## config.mk

```make
export PLATFORM = sky130hd
export DESIGN_NAME = generador_frecuencia_flat
export DESIGN_NICKNAME = d
export VERILOG_FILES = /design/src/rtl/generador_pkg.sv /design/src/rtl/generador_frecuencia_if.sv /design/src/rtl/div_secuencial.sv /design/src/rtl/generador_frecuencia.sv /design/src/flat_wrapper.sv
export SDC_FILE = /design/constraint.sdc
export NUM_CORES = 1
export LEC_CHECK = 0
export ABC_AREA = 1
export BUFFER_PORTS_ARGS = -buffer_cell sky130_fd_sc_hd__clkbuf_2
export CAP_MARGIN = 20
export CORE_UTILIZATION = 40
export DETAILED_ROUTE_END_ITERATION = 12
export PLACE_DENSITY = 0.54
export SLEW_MARGIN = 40
export SYNTH_ARGS = -nofsm -noshare
export SYNTH_HDL_FRONTEND = slang
export SYNTH_SLANG_ARGS = --single-unit
```

## constraint.sdc

```tcl
create_clock -name clk -period 9.2 [get_ports clk]
set_input_delay 1.38 -clock clk [delete_from_list [all_inputs] [get_ports clk]]
set_output_delay 1.38 -clock clk [all_outputs]
set_load 0.03 [all_outputs]
```

## src/rtl/generador_pkg.sv

```systemverilog
// Shared constants, FSM state type and divider sizing helper for the square-wave generator.
package generador_pkg;

  localparam int unsigned FwDefault    = 28;
  localparam int unsigned ClkHzDefault = 100_000_000;

  typedef enum logic [1:0] {
    StIdle,
    StDivide,
    StPending
  } gen_state_e;

  function automatic int unsigned div_cnt_width(input int unsigned w);
    return (w < 2) ? 1 : $clog2(w);
  endfunction

endpackage

```

## src/rtl/generador_frecuencia_if.sv

```systemverilog
// Frequency configuration port: valid/ready handshake carrying the requested frequency in Hz.
interface generador_frecuencia_if
  import generador_pkg::*;
#(
  parameter int unsigned FW = FwDefault
) ();

  logic          cfg_valid;
  logic          cfg_ready;
  logic [FW-1:0] freq_in;

  modport master (output cfg_valid, output freq_in, input cfg_ready);
  modport slave  (input cfg_valid, input freq_in, output cfg_ready);

endinterface

```

## src/rtl/div_secuencial.sv

```systemverilog
// Restoring divider, one quotient bit per cycle over FW cycles; done pulses during the final step
// with the finished quotient on quotient_o.
module div_secuencial
  import generador_pkg::*;
#(
  parameter int unsigned FW = FwDefault
) (
  input  logic          clk,
  input  logic          rst,
  input  logic          start_i,
  input  logic [FW-1:0] dividend_i,
  input  logic [FW:0]   divisor_i,
  output logic          busy_o,
  output logic          done_o,
  output logic [FW-1:0] quotient_o
);

  localparam int unsigned CntW = div_cnt_width(FW);

  logic            busy_q, busy_d;
  logic [CntW-1:0] step_q, step_d;
  logic [FW-1:0]   dvd_q, dvd_d;
  logic [FW:0]     rem_q, rem_d;
  logic [FW:0]     dsr_q, dsr_d;
  logic [FW+1:0]   rem_sh;
  logic [FW:0]     rem_sub;
  logic            fits;

  // Quotient bits shift into the low end of the dividend register as it empties.
  always_comb begin
    rem_sh     = {rem_q, dvd_q[FW-1]};
    fits       = rem_sh >= {1'b0, dsr_q};
    rem_sub    = rem_sh[FW:0] - dsr_q;
    quotient_o = {dvd_q[FW-2:0], fits};
    done_o     = busy_q && (step_q == CntW'(FW - 1));

    busy_d = busy_q;
    step_d = step_q;
    dvd_d  = dvd_q;
    rem_d  = rem_q;
    dsr_d  = dsr_q;
    if (start_i && !busy_q) begin
      busy_d = 1'b1;
      step_d = '0;
      dvd_d  = dividend_i;
      dsr_d  = divisor_i;
      rem_d  = '0;
    end else if (busy_q) begin
      rem_d  = fits ? rem_sub : rem_sh[FW:0];
      dvd_d  = quotient_o;
      step_d = step_q + 1'b1;
      if (done_o) begin
        busy_d = 1'b0;
      end
    end
  end

  always_ff @(posedge clk or posedge rst) begin
    if (rst) begin
      busy_q <= 1'b0;
      step_q <= '0;
      dvd_q  <= '0;
      rem_q  <= '0;
      dsr_q  <= '0;
    end else begin
      busy_q <= busy_d;
      step_q <= step_d;
      dvd_q  <= dvd_d;
      rem_q  <= rem_d;
      dsr_q  <= dsr_d;
    end
  end

  assign busy_o = busy_q;

endmodule

```

## src/rtl/generador_frecuencia.sv

```systemverilog
// Programmable 50% square-wave generator: converts a requested frequency into a half period and
// swaps it in only at the end of a low half so no period is ever truncated.
module generador_frecuencia
  import generador_pkg::*;
#(
  parameter int unsigned CLK_HZ = ClkHzDefault,
  parameter int unsigned FW     = FwDefault
) (
  input  logic                   clk,
  input  logic                   rst,
  input  logic                   enable_i,
  generador_frecuencia_if.slave  cfg,
  output logic                   wave_out_o,
  output logic                   period_tick_o,
  output logic                   active_o,
  output logic                   freq_err_o
);

  localparam logic [FW:0]   HalfClk  = (FW + 1)'(CLK_HZ / 2);
  localparam logic [FW-1:0] Dividend = FW'(CLK_HZ);

  gen_state_e    state_q, state_d;
  logic [FW-1:0] freq_q, freq_d;
  logic [FW-1:0] new_half_q, new_half_d;
  logic [FW-1:0] half_per_q, half_per_d;
  logic [FW-1:0] cnt_q, cnt_d;
  logic          err_q, err_d;
  logic          wave_q, wave_d;
  logic          tick_q, tick_d;
  logic          run_q, run_d;

  logic          div_start, div_busy, div_done;
  logic [FW-1:0] quotient;
  logic          active, low_end, apply;

  div_secuencial #(
    .FW (FW)
  ) u_div (
    .clk        (clk),
    .rst        (rst),
    .start_i    (div_start),
    .dividend_i (Dividend),
    .divisor_i  ({cfg.freq_in, 1'b0}),
    .busy_o     (div_busy),
    .done_o     (div_done),
    .quotient_o (quotient)
  );

  assign cfg.cfg_ready = (state_q == StIdle) && !div_busy;
  assign active        = (half_per_q != '0) && enable_i;
  assign low_end       = active && !wave_q && (cnt_q == half_per_q - FW'(1));

  always_comb begin
    state_d    = state_q;
    freq_d     = freq_q;
    new_half_d = new_half_q;
    err_d      = err_q;
    div_start  = 1'b0;
    apply      = 1'b0;
    unique case (state_q)
      StIdle: begin
        if (cfg.cfg_valid && cfg.cfg_ready) begin
          freq_d = cfg.freq_in;
          err_d  = 1'b0;
          if (cfg.freq_in == '0) begin
            new_half_d = '0;
            state_d    = StPending;
          end else begin
            div_start = 1'b1;
            state_d   = StDivide;
          end
        end
      end
      StDivide: begin
        if (div_done) begin
          new_half_d = (quotient == '0) ? FW'(1) : quotient;
          err_d      = {1'b0, freq_q} > HalfClk;
          state_d    = StPending;
        end
      end
      StPending: begin
        if (!active || low_end) begin
          apply   = 1'b1;
          state_d = StIdle;
        end
      end
      default: state_d = StIdle;
    endcase
  end

  // A stopped generator (run_q=0) starts with an immediate rising edge.
  always_comb begin
    half_per_d = apply ? new_half_q : half_per_q;
    wave_d     = wave_q;
    cnt_d      = cnt_q;
    tick_d     = 1'b0;
    run_d      = run_q;
    if (!enable_i || half_per_d == '0) begin
      wave_d = 1'b0;
      cnt_d  = '0;
      run_d  = 1'b0;
    end else if (!run_q) begin
      wave_d = 1'b1;
      cnt_d  = '0;
      tick_d = 1'b1;
      run_d  = 1'b1;
    end else if (cnt_q == half_per_q - FW'(1)) begin
      cnt_d  = '0;
      wave_d = !wave_q;
      tick_d = !wave_q;
    end else begin
      cnt_d = cnt_q + FW'(1);
    end
  end

  always_ff @(posedge clk or posedge rst) begin
    if (rst) begin
      state_q    <= StIdle;
      freq_q     <= '0;
      new_half_q <= '0;
      half_per_q <= '0;
      cnt_q      <= '0;
      err_q      <= 1'b0;
      wave_q     <= 1'b0;
      tick_q     <= 1'b0;
      run_q      <= 1'b0;
    end else begin
      state_q    <= state_d;
      freq_q     <= freq_d;
      new_half_q <= new_half_d;
      half_per_q <= half_per_d;
      cnt_q      <= cnt_d;
      err_q      <= err_d;
      wave_q     <= wave_d;
      tick_q     <= tick_d;
      run_q      <= run_d;
    end
  end

  assign wave_out_o    = wave_q;
  assign period_tick_o = tick_q;
  assign active_o      = active;
  assign freq_err_o    = err_q;

endmodule

```

## src/flat_wrapper.sv

```systemverilog
// flat-port wrapper written by rule: the top's interface ports become plain ports
module generador_frecuencia_flat import generador_pkg::*;
#(
  parameter int unsigned CLK_HZ = ClkHzDefault,
  parameter int unsigned FW     = FwDefault
)
  (clk, rst, enable_i, wave_out_o, period_tick_o, active_o, freq_err_o, cfg_cfg_valid, cfg_freq_in, cfg_cfg_ready);
  generador_frecuencia_if #(.FW(FW)) cfg_i ();
  input  logic clk;
  input  logic rst;
  input  logic enable_i;
  output logic wave_out_o;
  output logic period_tick_o;
  output logic active_o;
  output logic freq_err_o;
  input wire logic [$bits(cfg_i.cfg_valid)-1:0] cfg_cfg_valid;
  input wire logic [$bits(cfg_i.freq_in)-1:0] cfg_freq_in;
  output wire logic [$bits(cfg_i.cfg_ready)-1:0] cfg_cfg_ready;
  assign cfg_i.cfg_valid = cfg_cfg_valid;
  assign cfg_i.freq_in = cfg_freq_in;
  assign cfg_cfg_ready = cfg_i.cfg_ready;
  generador_frecuencia #(.CLK_HZ(CLK_HZ), .FW(FW)) u_core (.clk(clk), .rst(rst), .enable_i(enable_i), .cfg(cfg_i), .wave_out_o(wave_out_o), .period_tick_o(period_tick_o), .active_o(active_o), .freq_err_o(freq_err_o));
endmodule
```

Word level (Yosys, flattened, before mapping)

Cells that the tools add are included.
W data, S select, Z words.

Input bits: 32
Flip-flop bits (word level): 209
Output and inout bits: 5

Add/subtract/negate cells: 4
Equal/unequal tests: 9
Mux-type cells: 39
Reduce and logical (&&, ||, !) cells: 24
Magnitude comparators: 2

Operator list:

| operator                | number |
|---|---|
| $mux W28                | 10 |
| $mux W29                | 3 |
| $logic_not A28 Y1       | 3 |
| $pmux W28 S2            | 1 |
| $ge A30 B29 Y1          | 1 |
| $sub A29 B29 Y29        | 1 |
| $add A28 B1 Y28 const B | 1 |
| $eq A28 B28 Y1          | 1 |
| $gt A28 B26 Y1 const B  | 1 |
| $reduce_bool A28 Y1     | 1 |
| $sub A28 B1 Y28 const B | 1 |
| $mux W1                 | 17 |
| $mux W5                 | 2 |
| $mux W2                 | 4 |
| $logic_and A1 B1 Y1     | 7 |
| $pmux W2 S3             | 1 |
| $reduce_and A3 Y1       | 2 |
| $add A5 B1 Y5 const B   | 1 |
| $eq A5 B5 Y1 const B    | 1 |
| $logic_not A1 Y1        | 4 |
| $ne A2 B1 Y1 const B    | 2 |
| $ne A2 B2 Y1 const B    | 2 |
| $reduce_and A4 Y1       | 1 |
| $reduce_bool A2 Y1      | 2 |
| other kinds (7)         | 8 |

Depth between registers and ports, before layout

Gate-level depths: netlist of the first run.

Depth after elaboration: 11
Depth in mapped cells: 29
Depth with buffers taken out: 26

By module

From an unflattened synthesis of the first run, not the netlist that was laid out.

Cell total of the unflattened synthesis: 1926
Area, all modules: 13573.0 um^2

Modules (own cells, without submodules):

| module               | instances | cells each | area an instance (um^2) | seq. area each (um^2) |
|---|---|---|---|---|
| generador_frecuencia | 1         | 976        | 7086.8                  | 2952.8 |
| div_secuencial       | 1         | 950        | 6486.2                  | 2302.2 |

Worst setup path after synthesis of the first run

No wires, ideal clock.

Path kind: input-to-output
From: input port enable_i
To: output port active_o
Required time: 7.820 ns
Arrival time: 1.710 ns
Stages on the path: 1
Slack: 6.110 ns
Cell sequence: o21a_1

Longest elaborated chain between the ends: 1

RTL lines:

| element             | line                       | text |
|---|---|---|
| from (decl)         | flat_wrapper.sv:11         | `input logic enable_i;` |
| $logic_and A1 B1 Y1 | generador_frecuencia.sv:50 | `assign active = (half_per_q != '0) && enable_i;` |
| to (decl)           | flat_wrapper.sv:14         | `output logic active_o;` |

Every way passes these cells.

Worst setup path in the final report of the first run

From: register u_core.half_per_q[0]
To: register u_core.cnt_q[27]

Longest elaborated chain between the ends: 11
Elaborated cells between the ends (all ways): 16
Those cells by class: 1 x add/sub; 1 x eq/ne; 6 x mux; 8 x reduce/logical

RTL lines:

| element                                                 | line                        | text |
|---|---|---|
| from (decl)                                             | generador_frecuencia.sv:25  | `logic [FW-1:0] half_per_q, half_per_d;` |
| from (signal assigned)                                  | generador_frecuencia.sv:131 | `half_per_q <= half_per_d;` |
| branches (longest 4 deep; another with $sub A28 B1 Y28) | n/a                         |  |
| $logic_or A1 B1 Y1 (*)                                  | generador_frecuencia.sv:82  | `if (!active \|\| low_end) begin` |
| $mux W1 (*)                                             | generador_frecuencia.sv:82  |  |
| $mux W1 (*)                                             | generador_frecuencia.sv:60  | `unique case (state_q)` |
| $mux W28 (*)                                            | generador_frecuencia.sv:93  | `half_per_d = apply ? new_half_q : half_per_q;` |
| via u_core.half_per_d[2]                                | generador_frecuencia.sv:25  |  |
| $logic_not A28 Y1 (*)                                   | generador_frecuencia.sv:98  | `if (!enable_i \|\| half_per_d == '0) begin` |
| $logic_or A1 B1 Y1 (*)                                  | generador_frecuencia.sv:98  |  |
| $mux W28 (*)                                            | generador_frecuencia.sv:98  |  |
| via u_core.cnt_d[27]                                    | generador_frecuencia.sv:26  | `logic [FW-1:0] cnt_q, cnt_d;` |
| to (signal assigned)                                    | generador_frecuencia.sv:132 | `cnt_q <= cnt_d;` |
| to (decl)                                               | generador_frecuencia.sv:26  |  |

Mark *: on every way through the listed nets, which the timed path passes.
A chain may end at the register's enable or synchronous reset.

==> flow_summary.toml, run 1 <==
[outcome]
outcome = "complete, no violations"

[routing]
wl_mm = 30.7
wire_per_inst_um = 15.5
first_iter_violations = 605
first_pass_iters = 5
viasPerCell = 5.05
drc = 0
postRouteAntennaNets = 0
vias = 10000

[place]
dp_hpwl_mm = 22.4
gp_congestion = 0.899
dp.cells = 1938
io_buffers = 36
placed_area_um2 = 12300

[timing]
hold_viol = 0
period_share_pct = 44.7
skew_ns = 0.0160
min_period_ns = 4.11
worst_pin_slew_ns = 0.764
rsz0062_at_grt = "no"
tns_ns = 0
finalSetupViolations = 0
fmax_ghz = 0.243
slew_headroom_pct = 48.9
slew_violations = 0
hold_ws_ns = 0.481

[layout]
final_cells = 1984
syn2layout_area_growth_pct = 12.8
finalNetCount = 1646
drive_gt1_share_pct = 7.88
fillCellCount = 2917
post-route-util_pct = 46.1
final_cell_area_um2 = 13300
antenna_cells_inserted = 0

[synth]
synth_edf_count = 0
yosys.area.top_type = "dfrtp_1"
yosys.cell_types.count = 46
syn-cell-area_um2 = 11800
syn_inst = 1553
synth_flop_cell = "dfrtp_1"
synth-seq-cells = 209
synth_area_leaders = "dfrtp_1 (44%), nand2_1 (12%), inv_1 (7.4%)"
yosys-top-cells-count = "nand2_1 (379), inv_1 (231), dfrtp_1 (209)"
synthArstFlopShare_pct = 100
synth-seq-area-share_pct = 44.5
yosysWarnings = 0
synth_top_area_share_pct = 44.5
yosysMostFrequentCell = "nand2_1"
avgSynthCellArea_um2 = 7.57
synth_fp_nets = 1618

[setup_path]
rrSetupSlack_ns = 5.09
worstPathRequired_ns = 9.58
r2r-start = "u_core.half_per_q[0]"
cp_max_fo = 32
arrival_ns = 4.49
start_kind = "flip-flop"
end_kind = "flip-flop"
critPathKind = "flip-flop to flip-flop"
timing.rr.end = "u_core.cnt_q[27]"
ff2ff_path_depth = 23

[pwr]
p_leak_nw = 6.55
ir_drop_mv = 0.148
powerDensity_nw_per_um2 = 157

[run]
maxCapViolCount = 0

[die]
rows = 62
core_area_um2 = 28800
die-width_um = 173
fp.dieH_um = 173
die_area_um2 = 30100
io_pins = 37
initial_core_util_pct = 40.9

[clocking]
cts_made_buffers = 25
root_buffer = "clkbuf_16"
htreeDepth = 1
cts_buffer_depth = 3
hold_buffers = 0
cts_resized = 0
cts_sinks = 209
insertion_delay_ns = 0.53
post_cts_buffers = 0
cts_tree = "done"
path_clk_slew_ns = 0.06

[min_path]
hp-class = "flip-flop to flip-flop"
hold_path_end = "u_core.freq_q[13]"
hp-start = "u_core.freq_q[13]"
whs_path_depth = 2

[global_routing]
gr-total-overflow = 0
grtUsageTotal_pct = 21.2
grt_max_degree = 100
grt_antenna_before_repair = 0
grt_pass1_vias = 10000
grt_pass1_wl_mm = 51.9
-- cell usage in the layout (no fill, tap or decap), types with 8 or more instances in the layout --
master	netlist	routed
nand4_1	44	44
nor4_1	18	18
xor2_1	34	34
clkbuf_16	0	25
nand2_1	379	378
clkbuf_2	0	36
nand3_1	94	93
dfrtp_1	209	209
xnor2_1	21	21
inv_1	231	230
ha_1	32	32
a21oi_1	42	42
buf_4	2	8
nor3_1	10	10
o22ai_1	45	45
nor2_1	158	155
nor2_2	11	13
o21ai_0	108	108
nand3b_1	12	12
-- critical path, cell delays in order, from the launching register on --
cell and delay, ns:
dfrtp_1 0.41, inv_1 0.15, ha_1 0.29, nand2_2 0.14, nor2_4 0.22, nand2_2 0.13, nor2_1 0.15, nand2_1 0.07
nand3_1 0.11, nand2_1 0.06, nor2_1 0.08, nand2_1 0.07, nor2_2 0.10, nand3_2 0.14, nand2_4 0.27, nand2_4 0.28
nand2_1 0.13, o21ai_1 0.09, nor2_1 0.12, nand2_1 0.05, nor2_1 0.13, nand2_1 0.12, nand2_2 0.51, nor2_1 0.12
-- kinds of logic (layout without fill, tap and decap cells) --
| logic type | Yosys count | count (layout) | synth area share (%) |
|---|---|---|---|
| AOI/OAI and AO/OA | 236 | 236 | 11.4 |
| xor gates and xnor gates | 55 | 55 | 4.10 |
| adders and majority gates | 33 | 33 | 3.58 |
| buffers and inverters | 279 | 326 | 9.19 |
| DFF | 209 | 209 | 44.5 |
| and+or+nand+nor | 741 | 741 | 27.2 |
-- where the power goes --
group / leakage (nW) / total [mW] / switching, mW / internal, mW
clock network: 0.469 / 1.12 / 0.401 / 0.721
logic: 3.96 / 0.0415 / 0.0329 / 0.00864
registers: 2.12 / 0.922 / 0.00143 / 0.920
-- registers in the layout, summed over array words and instances, names as in the netlist --
name	flops
u_core.state_q	2
u_core.half_per_q	28
u_core.freq_err_o	1
u_core.u_div.dvd_q	28
u_core.cnt_q	28
u_core.u_div.step_q	5
u_core.u_div.busy_o	1
u_core.period_tick_o	1
u_core.u_div.dsr_q	28
u_core.new_half_q	28
u_core.run_q	1
u_core.wave_out_o	1
u_core.freq_q	28
u_core.u_div.rem_q	29
-- worst max-delay path by stage --
| stage | start | to | cells past startpoint |
|---|---|---|---|
| floorplan | rst | u_core.cnt_q[0] | 1 |
| global placement | u_core.half_per_q[0] | u_core.cnt_q[27] | 23 |
| detailed placement | cfg_freq_in[16] | u_core.new_half_q[6] | 9 |
| CTS | u_core.half_per_q[0] | u_core.cnt_q[1] | 21 |
| global route | u_core.half_per_q[0] | u_core.cnt_q[7] | 23 |
| finish | u_core.half_per_q[0] | u_core.cnt_q[27] | 23 |
-- per-stage QoR --
step	total power, mW	setup WS (ns)
2_1_floorplan	0.963	2.11
3_3_place_gp	0.981	4.75
3_5_place_dp	0.982	4.97
4_1_cts	2.12	5.08
5_1_grt	2.16	4.53
6_report	2.08	5.09
-- layout make-up --
type	count	area [µm²]	share of cell area [%]
Timing Repair Buffer	45	251	1.90
Sequential cell	209	5230	39.4
Clock inverter	16	269	2.03
Clock buffer	30	674	5.09
Tap cell	384	480	3.62
Multi-Input combinational cell	1065	5470	41.2
Inverter	235	890	6.71
-- routing by layer --
| layer | global-route usage (%) | vias up | routed length (µm) |
|---|---|---|---|
| li1 | - | 5090 | - |
| met1 | 27.9 | 4745 | 14300 |
| met2 | 37.3 | 133 | 14900 |
| met3 | 2.15 | 42 | 799 |
| met4 | 5.20 | 0 | 716 |
| met5 | 0 | - | 0 |
Power figures use the tool's default switching activity.
==> inputs of run 2 (changes only) <==
==> constraint.sdc (replaced) <==
create_clock -name clk -period 4.1 [get_ports clk]
set_input_delay 0.615 -clock clk [delete_from_list [all_inputs] [get_ports clk]]
set_output_delay 0.615 -clock clk [all_outputs]
set_load 0.03 [all_outputs]
==> flow_summary.toml, run 2 (synthesis gave the netlist of run 1 again) <==
[global_routing]
grtUsageTotal_pct = 21.2
gr-total-overflow = 0
grt_pass1_wl_mm = 51.7
grt_pass1_vias = 9849
grt_max_degree = 96
grt_antenna_before_repair = 0

[pwr]
p_leak_nw = 6.51
powerDensity_nw_per_um2 = 331
ir_drop_mv = 0.460

[clocking]
htreeDepth = 1
cts_buffer_depth = 3
cts_sinks = 209
path_clk_slew_ns = 0.06
post_cts_buffers = 0
root_buffer = "clkbuf_16"
cts_tree = "done"
cts_made_buffers = 24
insertion_delay_ns = 0.54

[timing]
fmax_ghz = 0.271
hold_viol = 0
worst_pin_slew_ns = 0.775
rsz0062_at_grt = "no"
tns_ns = 0
slew_headroom_pct = 47.9
skew_ns = 0.0275
finalSetupViolations = 0
period_share_pct = 89.9
min_period_ns = 3.69
slew_violations = 0

[setup_path]
crit_chain = "nor2_1 -> nand2_1 -> nor2_1 -> nand4_1 -> nand3_1 -> nand2_1 -> nor2_1 -> nand2_1 -> nor2_2 -> nand3_2 -> nand2_8 -> nand2_8 -> nand2_1 -> o21ai_1 -> nor2_1 -> nand2_1 -> nor2_1 -> nand2_1 -> nand2_1 -> buf_8 -> nor2_1"
critPathMaxStageDelay_ns = 0.44
critical_path.most_common_cell = "nand2_1"
cp_slowest_cell = "dfrtp_1"
end_kind = "flip-flop"
arrival_ns = 4.08
timing.rr.end = "u_core.cnt_q[8]"
start_kind = "flip-flop"
cp_num_buf_inv = 1
crit_family = "simple AND/OR/NAND/NOR gates"
ff2ff_path_depth = 21
worstPathRequired_ns = 4.50
critPathKind = "flip-flop to flip-flop"
r2r-start = "u_core.half_per_q[17]"
rrSetupSlack_ns = 0.41
cp_max_fo = 32

[die]
rows = 62
fp.dieH_um = 173
io_pins = 37
core_area_um2 = 28800
initial_core_util_pct = 40.9
die_area_um2 = 30100
die-width_um = 173

[layout]
syn2layout_area_growth_pct = 12.6
finalNetCount = 1652
top_register = "u_core.u_div.rem_q"
layout_commonest_cell = "nand2_1"
largest_reg_flops = 29
final_cell_area_um2 = 13200
drive_gt1_share_pct = 7.98
antenna_cells_inserted = 0
layout_common_cells = "nand2_1 (379), inv_1 (230), dfrtp_1 (208)"

[place]
placed_area_um2 = 12400
io_buffers = 36
dp_hpwl_mm = 22.8
gp_congestion = 0.907

[routing]
wire_per_inst_um = 15.5
first_pass_iters = 5
wl_mm = 30.9
drc = 0
first_iter_violations = 465
viasPerCell = 5.01
vias = 9956
postRouteAntennaNets = 0

[run]
maxCapViolCount = 0

[outcome]
outcome = "complete, no violations"

[min_path]
hp-class = "input port to async pin"
[run 2: through the flow]
| stage | utilization, % | setup slack (ns) | cells | power [mW] | hold WS [ns] |
|---|---|---|---|---|---|
| 4_1_cts | 45.9 | 0.237 | 1989 | 4.45 | 0.0572 |
| 3_3_place_gp | 43.0 | 0.307 | 1944 | 2.20 | 0.464 |
| 2_1_floorplan | - | 0.771 | 1553 | 2.16 | 0.446 |
| 5_1_grt | 46.0 | 0.0194 | 1989 | 4.54 | 0.0964 |
| 6_report | 46.0 | 0.414 | 1989 | 4.38 | 0.0692 |
| 3_5_place_dp | 43.1 | 0.242 | 1945 | 2.21 | 0.467 |
[run 2: worst max path at each step]
stage / from / endpoint / slack, ns / cells past startpoint
6_report: u_core.half_per_q[17] / u_core.cnt_q[8] / 0.41 / 21
5_1_grt: u_core.half_per_q[17] / u_core.cnt_q[8] / 0.02 / 24
4_1_cts: u_core.half_per_q[0] / u_core.cnt_q[8] / 0.24 / 24
3_5_place_dp: u_core.half_per_q[0] / u_core.cnt_q[27] / 0.24 / 24
3_3_place_gp: u_core.half_per_q[17] / u_core.cnt_q[27] / 0.31 / 21
2_1_floorplan: rst / u_core.cnt_q[0] / 0.77 / 1
[run 2: worst reg2reg max path: stages (launching register included)]
cell	delay (ns)
dfrtp_1	0.44
nor2_1	0.26
nand2_1	0.12
nor2_1	0.32
nand4_1	0.26
nand3_1	0.20
nand2_1	0.07
nor2_1	0.10
nand2_1	0.07
nor2_2	0.10
nand3_2	0.16
nand2_8	0.18
nand2_8	0.18
nand2_1	0.11
o21ai_1	0.07
nor2_1	0.11
nand2_1	0.05
nor2_1	0.20
nand2_1	0.14
nand2_1	0.11
buf_8	0.21
nor2_1	0.10
[run 2: power by group]
group          switching (mW)  internal [mW]  total [mW]
Sequential            0.00730           2.07        2.07
Combinational          0.0682         0.0262      0.0945
Clock                   0.888           1.32        2.21
Total                   0.964           3.41        4.38
[run 2: timing repair]
action,in CTS,in global routing
resized for setup,0,5
setup endpoints to repair,0,29
hold buffers,0,0
[run 2: area by class of cell]
type | count | area, µm²
clock buffers | 31 | 657
clock inverters | 13 | 159
fillers | 2930 | 15500
inverters | 235 | 886
multi-input cells | 1065 | 5470
flip-flops and latches | 209 | 5230
well taps | 384 | 480
repair buffers | 52 | 353
[run 2: routing by layer]
layer	vias up	part of all wire [%]	track usage [%]
met3	42	3.0	2.61
met1	4678	47	28.8
met2	141	47	35.5
met5	-	0	0
li1	5095	-	-
met4	0	2.7	5.94
